## config.mk

```make
export PLATFORM = sky130hd
export DESIGN_NAME = ps2_host_tx
export DESIGN_NICKNAME = d
export VERILOG_FILES = /design/src/rtl/ps2_pkg.sv /design/src/rtl/ps2_line_filter.sv /design/src/rtl/ps2_host_tx.sv
export SDC_FILE = /design/constraint.sdc
export NUM_CORES = 1
export LEC_CHECK = 0
export ABC_AREA = 1
export CORE_MARGIN = 2
export CORE_UTILIZATION = 43
export CTS_BUF_LIST = sky130_fd_sc_hd__clkbuf_8
export CTS_CLUSTER_SIZE = 12
export DETAILED_ROUTE_END_ITERATION = 10
export PLACE_DENSITY = 0.68
export SLEW_MARGIN = 40
export SYNTH_ARGS = -nofsm -noshare
export SYNTH_HDL_FRONTEND = slang
export SYNTH_HIERARCHICAL = 1
export SYNTH_SLANG_ARGS = --single-unit
```

## constraint.sdc

```tcl
create_clock -name clk -period 3.39 [get_ports clk]
set_clock_uncertainty 0.1 [all_clocks]
set_input_delay 0.5085 -clock clk [delete_from_list [all_inputs] [get_ports clk]]
set_output_delay 0.5085 -clock clk [all_outputs]
set_load 0.005 [all_outputs]
```

## src/rtl/ps2_pkg.sv

```systemverilog
// Shared PS/2 definitions: host transmitter states, frame constants and parity helper.
package ps2_pkg;

    localparam int unsigned DATA_BITS   = 8;
    localparam int unsigned FRAME_EDGES = 10;

    typedef enum logic [2:0] {
        IDLE,
        INHIBIT,
        REQ,
        SEND,
        ACK,
        WAIT_IDLE
    } tx_state_t;

    // Odd parity: the parity bit makes the total count of ones odd.
    function automatic logic odd_parity(input logic [DATA_BITS-1:0] d);
        return ~(^d);
    endfunction

endpackage

```

## src/rtl/ps2_line_filter.sv

```systemverilog
// Two-flop synchronizer, FILTER_LEN-sample glitch filter and falling-edge pulse for one PS/2 line.
module ps2_line_filter #(
    parameter int unsigned FILTER_LEN = 8
) (
    input  logic clk,
    input  logic reset,
    input  logic line,
    output logic level,
    output logic fall
);

    localparam int unsigned CW = $clog2(FILTER_LEN + 1);

    logic [1:0]    sync;
    logic [CW-1:0] cnt;

    // A new level is taken only after FILTER_LEN consecutive differing samples.
    always_ff @(posedge clk) begin
        if (reset) begin
            sync  <= 2'b11;
            cnt   <= '0;
            level <= 1'b1;
            fall  <= 1'b0;
        end else begin
            sync <= {sync[0], line};
            fall <= 1'b0;
            if (sync[1] == level) begin
                cnt <= '0;
            end else if (cnt == CW'(FILTER_LEN - 1)) begin
                level <= sync[1];
                cnt   <= '0;
                fall  <= level & ~sync[1];
            end else begin
                cnt <= cnt + CW'(1);
            end
        end
    end

endmodule

```

## src/rtl/ps2_host_tx.sv

```systemverilog
// Host-to-device PS/2 transmitter: inhibit, request-to-send, bit clocking by the device, ACK check.
module ps2_host_tx
    import ps2_pkg::*;
#(
    parameter int unsigned INHIBIT_CYCLES     = 6000,
    parameter int unsigned START_CYCLES       = 1000,
    parameter int unsigned FIRST_EDGE_TIMEOUT = 750000,
    parameter int unsigned FRAME_TIMEOUT      = 100000,
    parameter int unsigned FILTER_LEN         = 8
) (
    input  logic       clk,
    input  logic       reset,
    input  logic       ps2_clk_i,
    input  logic       ps2_data_i,
    output logic       ps2_clk_oe,
    output logic       ps2_data_oe,
    input  logic [7:0] tx_data,
    input  logic       tx_write,
    output logic       tx_busy,
    output logic       tx_done,
    output logic       tx_error
);

    localparam int unsigned MAX_CNT = (FIRST_EDGE_TIMEOUT > INHIBIT_CYCLES) ?
                                      FIRST_EDGE_TIMEOUT : INHIBIT_CYCLES;
    localparam int unsigned CNT_W   = $clog2(MAX_CNT + 1);
    localparam int unsigned CNT_CAP = (2 ** CNT_W) - 1;
    localparam int unsigned BIT_W   = $clog2(FRAME_EDGES + 1);

    // Last timer value of a phase, clamped so the compare saturates instead of aliasing.
    function automatic logic [CNT_W-1:0] last_of(input int unsigned n);
        int unsigned v;
        v = (n == 0) ? 0 : n - 1;
        if (v > CNT_CAP) v = CNT_CAP;
        return CNT_W'(v);
    endfunction

    localparam logic [CNT_W-1:0] INH_LAST   = last_of(INHIBIT_CYCLES);
    localparam logic [CNT_W-1:0] START_LAST = last_of(START_CYCLES);
    localparam logic [CNT_W-1:0] FIRST_LAST = last_of(FIRST_EDGE_TIMEOUT);
    localparam logic [CNT_W-1:0] FRAME_LAST = last_of(FRAME_TIMEOUT);

    logic clk_f, clk_fall, data_f, unused_data_fall;

    ps2_line_filter #(.FILTER_LEN(FILTER_LEN)) u_clk_filter (
        .clk   (clk),
        .reset (reset),
        .line  (ps2_clk_i),
        .level (clk_f),
        .fall  (clk_fall)
    );

    ps2_line_filter #(.FILTER_LEN(FILTER_LEN)) u_data_filter (
        .clk   (clk),
        .reset (reset),
        .line  (ps2_data_i),
        .level (data_f),
        .fall  (unused_data_fall)
    );

    tx_state_t              state, state_d;
    logic [CNT_W-1:0]       timer, timer_d;
    logic [BIT_W-1:0]       bit_cnt, bit_cnt_d;
    logic [FRAME_EDGES-1:0] shreg, shreg_d;
    logic                   first_seen, first_d;
    logic                   clk_oe_d, data_oe_d, busy_d, done_d, error_d;
    logic                   abort;

    always_ff @(posedge clk) begin
        if (reset) begin
            state       <= IDLE;
            timer       <= '0;
            bit_cnt     <= '0;
            shreg       <= '0;
            first_seen  <= 1'b0;
            ps2_clk_oe  <= 1'b0;
            ps2_data_oe <= 1'b0;
            tx_busy     <= 1'b0;
            tx_done     <= 1'b0;
            tx_error    <= 1'b0;
        end else begin
            state       <= state_d;
            timer       <= timer_d;
            bit_cnt     <= bit_cnt_d;
            shreg       <= shreg_d;
            first_seen  <= first_d;
            ps2_clk_oe  <= clk_oe_d;
            ps2_data_oe <= data_oe_d;
            tx_busy     <= busy_d;
            tx_done     <= done_d;
            tx_error    <= error_d;
        end
    end

    always_comb begin
        state_d   = state;
        timer_d   = (timer == '1) ? timer : timer + CNT_W'(1);
        bit_cnt_d = bit_cnt;
        shreg_d   = shreg;
        first_d   = first_seen;
        clk_oe_d  = ps2_clk_oe;
        data_oe_d = ps2_data_oe;
        busy_d    = tx_busy;
        done_d    = 1'b0;
        error_d   = 1'b0;
        abort     = 1'b0;

        case (state)
            IDLE: begin
                timer_d = '0;
                // A write coinciding with the completion pulse still belongs to the old frame.
                if (tx_write && !tx_done && !tx_error) begin
                    shreg_d  = {1'b1, odd_parity(tx_data), tx_data};
                    busy_d   = 1'b1;
                    clk_oe_d = 1'b1;
                    state_d  = INHIBIT;
                end
            end
            INHIBIT: begin
                if (timer >= INH_LAST) begin
                    data_oe_d = 1'b1;
                    timer_d   = '0;
                    state_d   = REQ;
                end
            end
            REQ: begin
                if (timer >= START_LAST) begin
                    clk_oe_d  = 1'b0;
                    bit_cnt_d = '0;
                    first_d   = 1'b0;
                    timer_d   = '0;
                    state_d   = SEND;
                end
            end
            SEND: begin
                if (clk_fall) begin
                    data_oe_d = ~shreg[bit_cnt];
                    bit_cnt_d = bit_cnt + BIT_W'(1);
                    first_d   = 1'b1;
                    if (!first_seen) timer_d = '0;
                    if (bit_cnt == BIT_W'(FRAME_EDGES - 1)) begin
                        timer_d = '0;
                        state_d = ACK;
                    end
                end else if (timer >= (first_seen ? FRAME_LAST : FIRST_LAST)) begin
                    abort = 1'b1;
                end
            end
            ACK: begin
                if (clk_fall) begin
                    if (!data_f) begin
                        timer_d = '0;
                        state_d = WAIT_IDLE;
                    end else begin
                        abort = 1'b1;
                    end
                end else if (timer >= FRAME_LAST) begin
                    abort = 1'b1;
                end
            end
            WAIT_IDLE: begin
                if (clk_f && data_f) begin
                    done_d    = 1'b1;
                    busy_d    = 1'b0;
                    clk_oe_d  = 1'b0;
                    data_oe_d = 1'b0;
                    timer_d   = '0;
                    state_d   = IDLE;
                end else if (timer >= FRAME_LAST) begin
                    abort = 1'b1;
                end
            end
            default: state_d = IDLE;
        endcase

        if (abort) begin
            error_d   = 1'b1;
            busy_d    = 1'b0;
            clk_oe_d  = 1'b0;
            data_oe_d = 1'b0;
            timer_d   = '0;
            state_d   = IDLE;
        end
    end

endmodule
```

==> impl_metrics.tcl <==
set metrics [dict create \
    outcome "finished clean" \
    start_kind "flip-flop" \
    period_minus_slack_ps 2250 \
    cts_setup_buffers 0 \
    synthCells 523 \
    p_clk_share_pct 33.2 \
    fp.dieW_um 93.8 \
    clockBufferDepth 2 \
    vias_per_cell 5.09 \
    rsz0062_at_grt "no" \
    ant_nets 0 \
    pin_count 18 \
    dieArea_mm2 0.00879 \
    drc 0 \
    worst-slew-pin-transition_ps 534 \
    routedWlPerCell_um 12.1 \
    fillers 823 \
    cts_tree "built" \
    vias 3303 \
    avgSynthCellArea_um2 6.63 \
    place_congestion 0.904 \
    layout-area-overhead-vs-synth_pct 12.5 \
    synthesis.nets 554 \
    cts.sinks 58 \
    synthesis.area_mm2 0.00347 \
    cp_max_fo 26 \
    p_int_mw 1.29 \
    rows 32 \
    final_cell_mix "113 x nand2_1, 103 x nor2_1, 60 x inv_1" \
    cp.arrival_ps 2380 \
    relSlewSlack_pct 64.3 \
    required_ps 3510 \
    cts-resized-gates 0 \
    coreArea_mm2 0.00777 \
    finalSetupTns_ps 0 \
    comb_power_share_pct 25.0 \
    ys_warn_count 6 \
    final_cells 649 \
    hold_class "flip-flop to flip-flop" \
    fmax_mhz 444 \
    initial_core_util_pct 44.6 \
    finalHoldViolCount 0 \
    first_pass_iters 5 \
    drive_gt1_share_pct 8.41 \
    power.switching_uw 638 \
    setup_viol 0 \
    grt_usage_pct 19.5 \
    report.final.slew_viol_count 0 \
    cts-htree-levels 3 \
    clk_pin_slew_worst_paths_ps 70 \
    finalNetCount 573 \
    maxCapViolCount 0 \
    holdBufCountCts 0 \
    dpl.hpwl_um 5770 \
    post-route-period-util_pct 66.4 \
    grt_max_degree 27 \
    antenna_found_initial 0 \
    crit_path_end_kind "flip-flop" \
    grt_pass1_wl_um 13800 \
    routed_wirelength_um 7880 \
    grt_overflow_total 0 \
    place_inst 633 \
    power.leakage_nw 1.73 \
    cellPowerDensity_mw_per_mm2 493 \
    die_y_um 93.8 \
    ir_drop_v 0.000307 \
    ctsRootBufferMaster "clkbuf_8" \
    grt_pass1_vias 3127 \
    seq_power_share_pct 41.9 \
    path_class "flip-flop to flip-flop" \
    cts_buffers 9 \
    clk_latency_ps 350 \
    mostFrequentLayoutCell "nand2_1" \
    port_buffers 17 \
    antenna_cells 0 \
    p_sw_share_pct 33.2 \
    drt_iter0_drc 165 \
]
## flip-flops by register name, indices dropped and copies added (netlist names), 2 cells and up
signal	flops
timer	20
shreg	10
bit_cnt	4
u_clk_filter/cnt	4
u_data_filter/cnt	4
state	3
u_clk_filter/sync	2
u_data_filter/sync	2
## metal layers
metal | vias up | routed length, µm | GRT usage, %
li1 | 1713 | - | -
met1 | 1489 | 3670 | 24.1
met5 | - | 0 | 0
met3 | 18 | 374 | 4.65
met2 | 83 | 3670 | 32.3
met4 | 0 | 164 | 8.45
## final timing paths
kind / start / to / cells after the start / slack (ps)
max: first_seen / state[2] / 11 / 1140
min: u_data_filter/sync[0] / u_data_filter/sync[1] / 1 / 310
max reg2reg: first_seen / state[2] / 11 / 1140
min reg2reg: u_data_filter/sync[0] / u_data_filter/sync[1] / 1 / 310
## worst max-delay path, cell delays in order, from the launching register on
cell and delay, ps:
dfxtp_1 510, inv_1 180, ha_1 340, nand2_1 60, inv_1 70, nand3_1 60, nor2_1 140, nand3_1 90
nand3_1 90, nand2_1 100, nand3_4 300, nor2_1 100
## power by group through the flow
stage | Clock (mW) | Combinational, mW | Sequential (mW)
3_3_place_gp | 0 | 0.474 | 0.817
5_1_grt | 0.677 | 0.550 | 0.814
6_report | 0.638 | 0.480 | 0.805
2_1_floorplan | 0 | 0.368 | 0.798
4_1_cts | 0.651 | 0.481 | 0.805
3_5_place_dp | 0 | 0.481 | 0.818
## stage by stage
| stage | power (mW) | cell area, µm² | setup slack [ps] | util, % | hold WS [ps] |
|---|---|---|---|---|---|
| 4_1_cts | 1.94 | 3900 | 1120 | 50.2 | 317 |
| 3_5_place_dp | 1.30 | 3700 | 1040 | 47.7 | 301 |
| 3_3_place_gp | 1.29 | 3700 | 1080 | 47.7 | 299 |
| 5_1_grt | 2.04 | 3900 | 885 | 50.2 | 349 |
| 6_report | 1.92 | 3900 | 1140 | 50.2 | 314 |
| 2_1_floorplan | 1.17 | 3470 | 1490 | - | 289 |
## layout make-up
type	count	area, µm²	share of cell area [%]
multi-input combinational	394	2000	51.4
sequential	58	1160	29.8
inverter	60	225	5.78
timing repair buffer	19	185	4.75
clock buffer	10	138	3.53
tap	102	128	3.27
clock inverter	6	57.6	1.48
(Power assumes the default switching activity.)
